`src/rtl/cpu_mem_pkg.sv`:
```
// Shared encodings for the unified memory port arbiter: requester IDs,
// FSM states and counter widths.
package cpu_mem_pkg;

  typedef enum logic [1:0] {
    REQ_NONE = 2'd0,
    REQ_IF   = 2'd1,
    REQ_DM   = 2'd2,
    REQ_DBG  = 2'd3
  } req_id_e;

  typedef enum logic [1:0] {
    IDLE = 2'd0,
    WAIT = 2'd1,
    RESP = 2'd2
  } arb_state_e;

  localparam int LAT_CNT_W    = 3;
  localparam int STARVE_CNT_W = 4;

endpackage

```
`src/rtl/mem_port_arbiter_if.sv`:
```
// Bundle of the three requester ports plus the memory macro port.
// "master" is the environment (pipeline, debugger, memory); "slave" is the arbiter.
interface mem_port_arbiter_if #(
  parameter int ADDR_W = 32,
  parameter int DATA_W = 32
);
  logic                  if_req;
  logic [ADDR_W-1:0]     if_addr;
  logic                  if_gnt;
  logic                  if_rvalid;
  logic [DATA_W-1:0]     if_rdata;

  logic                  dm_req;
  logic                  dm_we;
  logic [ADDR_W-1:0]     dm_addr;
  logic [DATA_W-1:0]     dm_wdata;
  logic [DATA_W/8-1:0]   dm_be;
  logic                  dm_gnt;
  logic                  dm_rvalid;
  logic [DATA_W-1:0]     dm_rdata;

  logic                  dbg_req;
  logic                  dbg_we;
  logic [ADDR_W-1:0]     dbg_addr;
  logic [DATA_W-1:0]     dbg_wdata;
  logic                  dbg_gnt;
  logic                  dbg_rvalid;
  logic [DATA_W-1:0]     dbg_rdata;

  logic                  mem_en;
  logic                  mem_we;
  logic [ADDR_W-1:0]     mem_addr;
  logic [DATA_W-1:0]     mem_wdata;
  logic [DATA_W/8-1:0]   mem_be;
  logic [DATA_W-1:0]     mem_rdata;

  logic                  busy;

  modport master (
    output if_req, if_addr,
    input  if_gnt, if_rvalid, if_rdata,
    output dm_req, dm_we, dm_addr, dm_wdata, dm_be,
    input  dm_gnt, dm_rvalid, dm_rdata,
    output dbg_req, dbg_we, dbg_addr, dbg_wdata,
    input  dbg_gnt, dbg_rvalid, dbg_rdata,
    input  mem_en, mem_we, mem_addr, mem_wdata, mem_be,
    output mem_rdata,
    input  busy
  );

  modport slave (
    input  if_req, if_addr,
    output if_gnt, if_rvalid, if_rdata,
    input  dm_req, dm_we, dm_addr, dm_wdata, dm_be,
    output dm_gnt, dm_rvalid, dm_rdata,
    input  dbg_req, dbg_we, dbg_addr, dbg_wdata,
    output dbg_gnt, dbg_rvalid, dbg_rdata,
    output mem_en, mem_we, mem_addr, mem_wdata, mem_be,
    input  mem_rdata,
    output busy
  );

endinterface

```
`src/rtl/mem_arb_pick.sv`:
```
// Fixed-priority winner selection: DM > IF > DBG, except a starving IF beats DM.
module mem_arb_pick
  import cpu_mem_pkg::*;
(
  input  logic    i_ifReq,
  input  logic    i_dmReq,
  input  logic    i_dbgReq,
  input  logic    i_starve,
  output req_id_e o_winner
);

  always_comb begin
    o_winner = REQ_NONE;
    if (i_ifReq && (i_starve || !i_dmReq)) begin
      o_winner = REQ_IF;
    end else if (i_dmReq) begin
      o_winner = REQ_DM;
    end else if (i_dbgReq) begin
      o_winner = REQ_DBG;
    end
  end

endmodule

```
`src/rtl/mem_port_arbiter.sv`:
```
// Single-port memory sequencer shared by fetch, data stage and debug loader.
// One transaction in flight; arbitration happens in IDLE and in RESP for back-to-back issue.
module mem_port_arbiter
  import cpu_mem_pkg::*;
#(
  parameter int ADDR_W       = 32,
  parameter int DATA_W       = 32,
  parameter int MEM_LATENCY  = 2,
  parameter int STARVE_LIMIT = 4
) (
  input logic              clk,
  input logic              reset,
  mem_port_arbiter_if.slave bus
);

  localparam logic [LAT_CNT_W-1:0]    LAT_LAST   = LAT_CNT_W'(MEM_LATENCY);
  localparam logic [STARVE_CNT_W-1:0] STARVE_MAX = STARVE_CNT_W'(STARVE_LIMIT);

  arb_state_e                r_state;
  arb_state_e                w_nextState;
  req_id_e                   r_owner;
  req_id_e                   w_pick;
  req_id_e                   w_winner;
  logic [LAT_CNT_W-1:0]      r_latCnt;
  logic [STARVE_CNT_W-1:0]   r_starveCnt;
  logic                      r_isWrite;
  logic [DATA_W-1:0]         r_ifRdata;
  logic [DATA_W-1:0]         r_dmRdata;
  logic [DATA_W-1:0]         r_dbgRdata;
  logic                      w_arbActive;
  logic                      w_starve;
  logic                      w_grant;
  logic                      w_latDone;

  assign w_starve = (r_starveCnt == STARVE_MAX);

  mem_arb_pick u_pick (
    .i_ifReq  (bus.if_req),
    .i_dmReq  (bus.dm_req),
    .i_dbgReq (bus.dbg_req),
    .i_starve (w_starve),
    .o_winner (w_pick)
  );

  // Grants are combinational, so they are masked while reset is held.
  assign w_arbActive = !reset && ((r_state == IDLE) || (r_state == RESP));
  assign w_winner    = w_arbActive ? w_pick : REQ_NONE;
  assign w_grant     = (w_winner != REQ_NONE);
  assign w_latDone   = (r_state == WAIT) && (r_latCnt == LAT_LAST);

  always_ff @(posedge clk or posedge reset) begin
    if (reset) begin
      r_state <= IDLE;
    end else begin
      r_state <= w_nextState;
    end
  end

  always_comb begin
    w_nextState = r_state;
    unique case (r_state)
      IDLE, RESP: w_nextState = w_grant ? WAIT : IDLE;
      WAIT:       w_nextState = w_latDone ? RESP : WAIT;
      default:    w_nextState = IDLE;
    endcase
  end

  always_comb begin
    bus.if_gnt     = (w_winner == REQ_IF);
    bus.dm_gnt     = (w_winner == REQ_DM);
    bus.dbg_gnt    = (w_winner == REQ_DBG);
    bus.mem_en     = w_grant;
    bus.mem_we     = 1'b0;
    bus.mem_addr   = '0;
    bus.mem_wdata  = '0;
    bus.mem_be     = '0;
    unique case (w_winner)
      REQ_IF: begin
        bus.mem_addr = bus.if_addr;
        bus.mem_be   = '1;
      end
      REQ_DM: begin
        bus.mem_we    = bus.dm_we;
        bus.mem_addr  = bus.dm_addr;
        bus.mem_wdata = bus.dm_wdata;
        bus.mem_be    = bus.dm_be;
      end
      REQ_DBG: begin
        bus.mem_we    = bus.dbg_we;
        bus.mem_addr  = bus.dbg_addr;
        bus.mem_wdata = bus.dbg_wdata;
        bus.mem_be    = '1;
      end
      default: ;
    endcase
    bus.if_rvalid  = (r_state == RESP) && (r_owner == REQ_IF);
    bus.dm_rvalid  = (r_state == RESP) && (r_owner == REQ_DM);
    bus.dbg_rvalid = (r_state == RESP) && (r_owner == REQ_DBG);
    bus.busy       = (r_state == WAIT) || w_grant;
  end

  assign bus.if_rdata  = r_ifRdata;
  assign bus.dm_rdata  = r_dmRdata;
  assign bus.dbg_rdata = r_dbgRdata;

  always_ff @(posedge clk or posedge reset) begin
    if (reset) begin
      r_owner     <= REQ_NONE;
      r_latCnt    <= '0;
      r_isWrite   <= 1'b0;
      r_starveCnt <= '0;
      r_ifRdata   <= '0;
      r_dmRdata   <= '0;
      r_dbgRdata  <= '0;
    end else begin
      if (w_grant) begin
        r_owner   <= w_winner;
        r_latCnt  <= LAT_CNT_W'(1);
        r_isWrite <= bus.mem_we;
      end else if ((r_state == WAIT) && !w_latDone) begin
        r_latCnt <= r_latCnt + LAT_CNT_W'(1);
      end

      // Writes complete with zero data so rvalid never exposes stale bus values.
      if (w_latDone) begin
        unique case (r_owner)
          REQ_IF:  r_ifRdata  <= r_isWrite ? '0 : bus.mem_rdata;
          REQ_DM:  r_dmRdata  <= r_isWrite ? '0 : bus.mem_rdata;
          REQ_DBG: r_dbgRdata <= r_isWrite ? '0 : bus.mem_rdata;
          default: ;
        endcase
      end

      if (w_winner == REQ_IF) begin
        r_starveCnt <= '0;
      end else if (w_arbActive && bus.if_req && !w_starve) begin
        r_starveCnt <= r_starveCnt + STARVE_CNT_W'(1);
      end
    end
  end

endmodule

```
`src/flat_wrapper.sv`:
```
// flat-port wrapper written by rule: the top's interface ports become plain ports
module mem_port_arbiter_flat import cpu_mem_pkg::*;
#(
  parameter int ADDR_W       = 32,
  parameter int DATA_W       = 32,
  parameter int MEM_LATENCY  = 2,
  parameter int STARVE_LIMIT = 4
)
  (clk, reset, bus_if_req, bus_if_addr, bus_if_gnt, bus_if_rvalid, bus_if_rdata, bus_dm_req, bus_dm_we, bus_dm_addr, bus_dm_wdata, bus_dm_be, bus_dm_gnt, bus_dm_rvalid, bus_dm_rdata, bus_dbg_req, bus_dbg_we, bus_dbg_addr, bus_dbg_wdata, bus_dbg_gnt, bus_dbg_rvalid, bus_dbg_rdata, bus_mem_en, bus_mem_we, bus_mem_addr, bus_mem_wdata, bus_mem_be, bus_mem_rdata, bus_busy);
  mem_port_arbiter_if #(.ADDR_W(ADDR_W), .DATA_W(DATA_W)) bus_i ();
  input logic clk;
  input logic reset;
  input wire logic [$bits(bus_i.if_req)-1:0] bus_if_req;
  input wire logic [$bits(bus_i.if_addr)-1:0] bus_if_addr;
  output wire logic [$bits(bus_i.if_gnt)-1:0] bus_if_gnt;
  output wire logic [$bits(bus_i.if_rvalid)-1:0] bus_if_rvalid;
  output wire logic [$bits(bus_i.if_rdata)-1:0] bus_if_rdata;
  input wire logic [$bits(bus_i.dm_req)-1:0] bus_dm_req;
  input wire logic [$bits(bus_i.dm_we)-1:0] bus_dm_we;
  input wire logic [$bits(bus_i.dm_addr)-1:0] bus_dm_addr;
  input wire logic [$bits(bus_i.dm_wdata)-1:0] bus_dm_wdata;
  input wire logic [$bits(bus_i.dm_be)-1:0] bus_dm_be;
  output wire logic [$bits(bus_i.dm_gnt)-1:0] bus_dm_gnt;
  output wire logic [$bits(bus_i.dm_rvalid)-1:0] bus_dm_rvalid;
  output wire logic [$bits(bus_i.dm_rdata)-1:0] bus_dm_rdata;
  input wire logic [$bits(bus_i.dbg_req)-1:0] bus_dbg_req;
  input wire logic [$bits(bus_i.dbg_we)-1:0] bus_dbg_we;
  input wire logic [$bits(bus_i.dbg_addr)-1:0] bus_dbg_addr;
  input wire logic [$bits(bus_i.dbg_wdata)-1:0] bus_dbg_wdata;
  output wire logic [$bits(bus_i.dbg_gnt)-1:0] bus_dbg_gnt;
  output wire logic [$bits(bus_i.dbg_rvalid)-1:0] bus_dbg_rvalid;
  output wire logic [$bits(bus_i.dbg_rdata)-1:0] bus_dbg_rdata;
  output wire logic [$bits(bus_i.mem_en)-1:0] bus_mem_en;
  output wire logic [$bits(bus_i.mem_we)-1:0] bus_mem_we;
  output wire logic [$bits(bus_i.mem_addr)-1:0] bus_mem_addr;
  output wire logic [$bits(bus_i.mem_wdata)-1:0] bus_mem_wdata;
  output wire logic [$bits(bus_i.mem_be)-1:0] bus_mem_be;
  input wire logic [$bits(bus_i.mem_rdata)-1:0] bus_mem_rdata;
  output wire logic [$bits(bus_i.busy)-1:0] bus_busy;
  assign bus_i.if_req = bus_if_req;
  assign bus_i.if_addr = bus_if_addr;
  assign bus_if_gnt = bus_i.if_gnt;
  assign bus_if_rvalid = bus_i.if_rvalid;
  assign bus_if_rdata = bus_i.if_rdata;
  assign bus_i.dm_req = bus_dm_req;
  assign bus_i.dm_we = bus_dm_we;
  assign bus_i.dm_addr = bus_dm_addr;
  assign bus_i.dm_wdata = bus_dm_wdata;
  assign bus_i.dm_be = bus_dm_be;
  assign bus_dm_gnt = bus_i.dm_gnt;
  assign bus_dm_rvalid = bus_i.dm_rvalid;
  assign bus_dm_rdata = bus_i.dm_rdata;
  assign bus_i.dbg_req = bus_dbg_req;
  assign bus_i.dbg_we = bus_dbg_we;
  assign bus_i.dbg_addr = bus_dbg_addr;
  assign bus_i.dbg_wdata = bus_dbg_wdata;
  assign bus_dbg_gnt = bus_i.dbg_gnt;
  assign bus_dbg_rvalid = bus_i.dbg_rvalid;
  assign bus_dbg_rdata = bus_i.dbg_rdata;
  assign bus_mem_en = bus_i.mem_en;
  assign bus_mem_we = bus_i.mem_we;
  assign bus_mem_addr = bus_i.mem_addr;
  assign bus_mem_wdata = bus_i.mem_wdata;
  assign bus_mem_be = bus_i.mem_be;
  assign bus_i.mem_rdata = bus_mem_rdata;
  assign bus_busy = bus_i.busy;
  mem_port_arbiter #(.ADDR_W(ADDR_W), .DATA_W(DATA_W), .MEM_LATENCY(MEM_LATENCY), .STARVE_LIMIT(STARVE_LIMIT)) u_core (.clk(clk), .reset(reset), .bus(bus_i));
endmodule
```
`config.mk`:
```
export PLATFORM = sky130hd
export DESIGN_NAME = mem_port_arbiter_flat
export DESIGN_NICKNAME = d
export VERILOG_FILES = /design/src/rtl/cpu_mem_pkg.sv /design/src/rtl/mem_port_arbiter_if.sv /design/src/rtl/mem_arb_pick.sv /design/src/rtl/mem_port_arbiter.sv /design/src/flat_wrapper.sv
export SDC_FILE = /design/constraint.sdc
export NUM_CORES = 1
export LEC_CHECK = 0
export ABC_AREA = 1
export CAP_MARGIN = 20
export CORE_MARGIN = 2
export CORE_UTILIZATION = 28
export DETAILED_ROUTE_END_ITERATION = 10
export GPL_ROUTABILITY_DRIVEN = 0
export PLACE_DENSITY_LB_ADDON = 0.1
export SYNTH_ARGS = -nofsm -noshare
export SYNTH_HDL_FRONTEND = slang
export SYNTH_SLANG_ARGS = --single-unit
```
`constraint.sdc`:
```
create_clock -name clk -period 8.4 [get_ports clk]
set_input_delay 1.68 -clock clk [delete_from_list [all_inputs] [get_ports clk]]
set_output_delay 1.68 -clock clk [all_outputs]
set_load 0.05 [all_outputs]
```
* Yosys cells after proc, flatten, opt, wreduce, memory -nomap -nowiden
Cells that the tools add are included.
** Operators by class
- $add $sub $neg :: 2
- Eq/ne operators :: 10
- Multiplexer cells :: 16
- Reductions and logical operators :: 25
** Operators by type and width (number)
- one-hot mux 32 bit (3 select lines) :: 1
- one-hot mux 32 bit (2 select lines) :: 1
- two-way mux 32 bit :: 1
- == test 2 bit (second input constant) :: 5
- two-way mux 2 bit :: 5
- logical AND 1 bit :: 9
- two-way mux 4 bit :: 2
- one-hot mux 4 bit (2 select lines) :: 1
- == test 2 x 1 -> 1 bit (second input constant) :: 3
- two-way mux 3 bit :: 2
- AND reduction 2 bit :: 3
- nonzero test 2 bit :: 3
- adder 4 x 1 -> 4 bit (second input constant) :: 1
- == test 4 x 3 -> 1 bit (second input constant) :: 1
- zero test 1 bit :: 4
- one-hot mux 2 bit (2 select lines) :: 1
- OR reduction 2 bit :: 2
- adder 3 x 1 -> 3 bit (second input constant) :: 1
- == test 3 x 2 -> 1 bit (second input constant) :: 1
- logical OR 1 bit :: 3
- zero test 2 bit :: 1
- one-hot mux 1 bit (2 select lines) :: 1
- two-way mux 1 bit :: 1
** Storage, ports and cells
- Register bits after elaboration :: 108
- Input bits :: 203
- Output and inout bits :: 173

* Depth between registers and ports, before layout
- Depth after elaboration :: 8
- Gate-level depth with buffers :: 11
- Depth with buffers taken out :: 9

* By module
A second synthesis with hierarchy kept.
** Unflattened totals
- Cell total of the unflattened synthesis :: 824
- Area, all modules :: 5691.7 um2
** By module, submodules not included
- mem_port_arbiter :: instances 1, cells an instance 816, area each 5660.4 um2
- mem_arb_pick :: instances 1, cells an instance 8, area each 31.3 um2

* Worst setup path before layout
No wires, ideal clock.
- Kind :: input-to-output
- From :: input reset
- To :: output bus_mem_wdata[0]
- Arrival time :: 5.562 ns
- Slack :: 1.158 ns
- Cell stages on the path :: 9
- Path buffers :: 2
- Path through :: inv_1 -> nand2_1 -> inv_2 -> nand4_1 -> inv_2 -> buf_4 -> buf_2 -> nand2_1 -> nand2_1
** On the way
- Word-level cells in the longest chain between the ends :: 5
- Elaborated cells on any way between the ends :: 6
- Those cells by class :: eq/ne (2); mux (2); reduce/logical (2)
** Ends and longest elaborated chain
- start, declared :: line flat_wrapper.sv:12 : input logic reset;
- zero test 1 bit :: line mem_port_arbiter.sv:46 : assign w_arbActive = !reset && ((r_state == IDLE) || (r_state == RESP));
- logical AND 1 bit :: line mem_port_arbiter.sv:46
- two-way mux 2 bit :: line mem_port_arbiter.sv:47 : assign w_winner = w_arbActive ? w_pick : REQ_NONE;
- == test 2 bit
- net bus_dbg_gnt :: line flat_wrapper.sv:30 : output wire logic [$bits(bus_i.dbg_gnt)-1:0] bus_dbg_gnt;
- one-hot mux 32 bit (2 select lines) :: line mem_port_arbiter.sv:77 : unique case (w_winner)
- end, declared :: line flat_wrapper.sv:36 : output wire logic [$bits(bus_i.mem_wdata)-1:0] bus_mem_wdata;
The timed path passes the listed nets, and every way through them passes these cells.

* Final worst setup path
- From :: input bus_dm_req
- To :: output bus_mem_be[3]
** On the way
- Word-level cells in the longest chain between the ends :: 8
- Elaborated cells on any way between the ends :: 11
- Those cells by class :: eq/ne (3); mux (4); reduce/logical (4)
** Ends and longest elaborated chain
- start, declared :: line flat_wrapper.sv:18 : input wire logic [$bits(bus_i.dm_req)-1:0] bus_dm_req;
- zero test 1 bit :: line mem_arb_pick.sv:14 : if (i_ifReq && (i_starve || !i_dmReq)) begin
- logical OR 1 bit :: line mem_arb_pick.sv:14
- logical AND 1 bit :: line mem_arb_pick.sv:14
- two-way mux 2 bit * :: line mem_arb_pick.sv:14
- two-way mux 2 bit * :: line mem_port_arbiter.sv:47
- == test 2 x 1 -> 1 bit / == test 2 bit (equally long branches) :: line mem_port_arbiter.sv:77
- OR reduction 2 bit (no line)
- one-hot mux 4 bit (2 select lines) * :: line mem_port_arbiter.sv:77
- end, declared :: line flat_wrapper.sv:37 : output wire logic [$bits(bus_i.mem_be)-1:0] bus_mem_be;
Every way passes the cells marked *; elsewhere a longest branch is shown, timed or not.

==> flow_metrics.env <==
export IMPL_status="finished, final reports clean"
export IMPL_p_leak_uw=0.00495
export IMPL_fillCellCount=2174
export IMPL_crit_path_max_fanout=35
export IMPL_die_area_sq_um=23400
export IMPL_grt_pass1_vias=6485
export IMPL_routed_wl_mm=26.1
export IMPL_synth_warning_count=0
export IMPL_ioPinCount=376
export IMPL_fin_skew_ns=0.0112
export IMPL_required_ns=6.72
export IMPL_grt_ovfl_total=0
export IMPL_drt_first_pass_iters=5
export IMPL_drc_errors=0
export IMPL_powerDensity_nw_per_um2=353
export IMPL_crit_type="primary input to output port"
export IMPL_layout_setup_ws_ns=1.76
export IMPL_hold_violations=0
export IMPL_cts_root_buf="clkbuf_16"
export IMPL_startpoint_type="primary input"
export IMPL_clk_pin_slew_worst_paths_ns=0.07
export IMPL_grt_pass1_wl_mm=39.6
export IMPL_insertion_delay_ns=0.35
export IMPL_clk_path_buf_depth=2
export IMPL_cp_arrival_ns=4.96
export IMPL_fin_cells=1532
export IMPL_min_period_ns=6.64
export IMPL_port_buffer_count=375
export IMPL_num_nets_final=1454
export IMPL_dp_hpwl_mm=19.4
export IMPL_wl_per_cell_microns=17.0
export IMPL_vias=6765
export IMPL_cts_buffers=9
export IMPL_rows=54
export IMPL_fp_dieH_microns=153
export IMPL_drv_slew=0
export IMPL_ys_seq_area_share_pct=43.6
export IMPL_hold_path_class="flop to flop"
export IMPL_cap_violations=0
export IMPL_area_delta_synth_final_pct=68.0
export IMPL_clkSinkCount=108
export IMPL_max_slew_margin_pct=43.0
export IMPL_tightest_slew_ns=0.854
export IMPL_start_util_pct=28.5
export IMPL_ys_ff_latch=108
export IMPL_die_w_microns=153
export IMPL_detail_route_antenna_nets=0
export IMPL_viasPerCell=4.42
export IMPL_min_period_over_period_pct=79.0
export IMPL_rsz0062_at_grt="false"
export IMPL_diodes=0
export IMPL_htreeDepth=3
export IMPL_ctsResizeCount=0
export IMPL_synth_distinct_cells=26
export IMPL_fin_setup_tns_ns=0
export IMPL_grt_max_degree=69
export IMPL_synthesis_area_sq_um=6200
export IMPL_dp_cells=1515
export IMPL_synth_nets=1112
export IMPL_core_area_sq_um=21800
export IMPL_grtUsageTotal_pct=21.8
export IMPL_postSynthCellCount=905
export IMPL_peakVddDrop_v=0.000226
export IMPL_pre_cts_slack_ns=1.73
export IMPL_post_cts_buffers=0
export IMPL_crit_path_end_kind="output port"
export IMPL_layout_drive_gt1_share_pct=3.51
export IMPL_setup_viol=0
export IMPL_antenna_found_initial=0
export IMPL_cts_tree="yes"
export IMPL_postCtsHoldBufs=0
export IMPL_avgSynthCellArea_sq_um=6.86
export IMPL_fmax_ghz=0.151
export IMPL_drt_initial_drc_count=629
-- path summary, 6_finish.rpt --
path	end	start	cells past startpoint	slack, ns
max in group asynchronous	u_core.bus.dbg_rdata[25]$_DFFE_PP0P_	reset	4	5.28
min	u_core.bus.dbg_rdata[1]$_DFFE_PP0P_	u_core.bus.dbg_rdata[1]$_DFFE_PP0P_	2	0.50
min in group asynchronous	u_core.bus.dm_rdata[24]$_DFFE_PP0P_	reset	3	1.99
max	bus_mem_be[3]	bus_dm_req	7	1.76
min reg2reg	u_core.bus.dbg_rdata[1]$_DFFE_PP0P_	u_core.bus.dbg_rdata[1]$_DFFE_PP0P_	2	0.50
max reg2reg	u_core.r_owner[0]$_DFFE_PP0P_	u_core.r_starveCnt[0]$_DFFE_PP0P_	8	5.57
-- layout by cell type (no fill, tap or decap) --
cell,count
clkinvlp_4,1
inv_6,1
clkbuf_1,1
nor2_1,35
o31ai_2,1
nand3_4,2
inv_2,4
buf_4,11
inv_8,2
dfrtp_1,108
nor3_1,2
nor2_2,2
bufinv_16,1
nand4_1,67
inv_4,1
clkdlybuf4s50_1,375
o22ai_1,1
nand3_1,8
o21ai_0,95
o21ai_1,4
clkbuf_16,9
nor2_4,1
inv_1,148
nand2_2,3
nor3_4,2
or2_2,1
buf_8,1
nand2_1,358
xor2_1,1
clkinv_4,1
ha_1,4
a21oi_1,1
-- registers in the layout, indices dropped and copies added (netlist names) --
register / cells
u_core.bus.dbg_rdata: 32
u_core.bus.dm_rdata: 32
u_core.bus.if_rdata: 32
u_core.r_starveCnt: 4
u_core.r_latCnt: 3
u_core.r_owner: 2
u_core.r_state: 2
u_core.r_isWrite: 1
-- final cells by class --
type                       instances  area [sq um]  share of cell area (%)
clock inverter                     6          77.6                   0.744
clock buffer                      10           229                    2.20
tap                              280           350                    3.36
multi-input combinational        588          2640                    25.3
inverter                         153           577                    5.53
timing repair buffer             387          3850                    36.9
sequential                       108          2700                    25.9
-- power by group --
group | total, uW | switching [uW] | internal (uW) | leakage (uW)
logic | 2300 | 1590 | 713 | 0.00354
registers | 935 | 152 | 783 | 0.00126
clock network | 445 | 208 | 238 | 0.000147
total | 3680 | 1950 | 1730 | 0.00495
-- synthesized netlist by cell type --
| cell type | n | area share [%] |
|---|---|---|
| buf_1 | 2 | 0.12 |
| nand4_1 | 67 | 6.8 |
| o22ai_1 | 1 | 0.10 |
| inv_1 | 149 | 9.0 |
| clkbuf_1 | 17 | 1.0 |
| buf_2 | 20 | 1.6 |
| nand3_4 | 2 | 0.56 |
| nor2_4 | 1 | 0.18 |
| buf_4 | 10 | 1.2 |
| nor3_4 | 2 | 0.52 |
| ha_1 | 4 | 0.81 |
| inv_2 | 4 | 0.24 |
| nand3_1 | 8 | 0.65 |
| nor2_1 | 37 | 2.2 |
| dfrtp_1 | 108 | 44 |
| nor3_1 | 2 | 0.16 |
| a21oi_1 | 1 | 0.081 |
| or2_2 | 1 | 0.10 |
| o21ai_0 | 95 | 7.7 |
| nand2_1 | 358 | 22 |
| o21ai_1 | 4 | 0.32 |
| o31ai_2 | 1 | 0.20 |
| clkbuf_2 | 5 | 0.40 |
| nand2_2 | 3 | 0.30 |
| buf_6 | 2 | 0.36 |
| xor2_1 | 1 | 0.14 |
-- per-stage QoR --
step | util [%] | area, sq um | power (uW) | hold slack [ns]
final | 47.9 | 10400 | 3680 | 0.500
after global routing | 47.9 | 10400 | 3890 | 0.530
after CTS | 47.9 | 10400 | 3720 | 0.503
after detailed placement | 46.4 | 10100 | 3260 | 0.486
after global placement | 46.4 | 10100 | 3250 | 0.480
after floorplan | - | 6200 | 2400 | 0.494
-- logic make-up (layout without fill, tap and decap cells) --
group | after synthesis | count (layout) | share of synthesized area, %
AO/OA/AOI/OAI | 102 | 102 | 8.37
XOR/XNOR | 1 | 1 | 0.141
adder cells (fa/ha/maj) | 4 | 4 | 0.807
buffers and inverters | 209 | 556 | 14.0
flip-flops | 108 | 108 | 43.6
AND/OR/NAND/NOR | 481 | 481 | 33.1
-- critical path: stages --
cell and delay (ns):
clkdlybuf4s50_1 0.59, nand2_1 0.17, nand2_2 0.41, nand2_2 0.75, nand2_1 0.38, nand2_1 0.15, clkdlybuf4s50_1 0.81
-- layer usage --
| layer | wire length (microns) | up-vias | global-route usage (%) |
|---|---|---|---|
| met1 | 11100 | 3023 | 27.5 |
| met5 | 0 | - | 0 |
| met2 | 12800 | 241 | 37.4 |
| met4 | 495 | 0 | 5.20 |
| met3 | 1690 | 30 | 5.73 |
| li1 | - | 3471 | - |
Note: power is estimated with default switching activity, not from simulation.
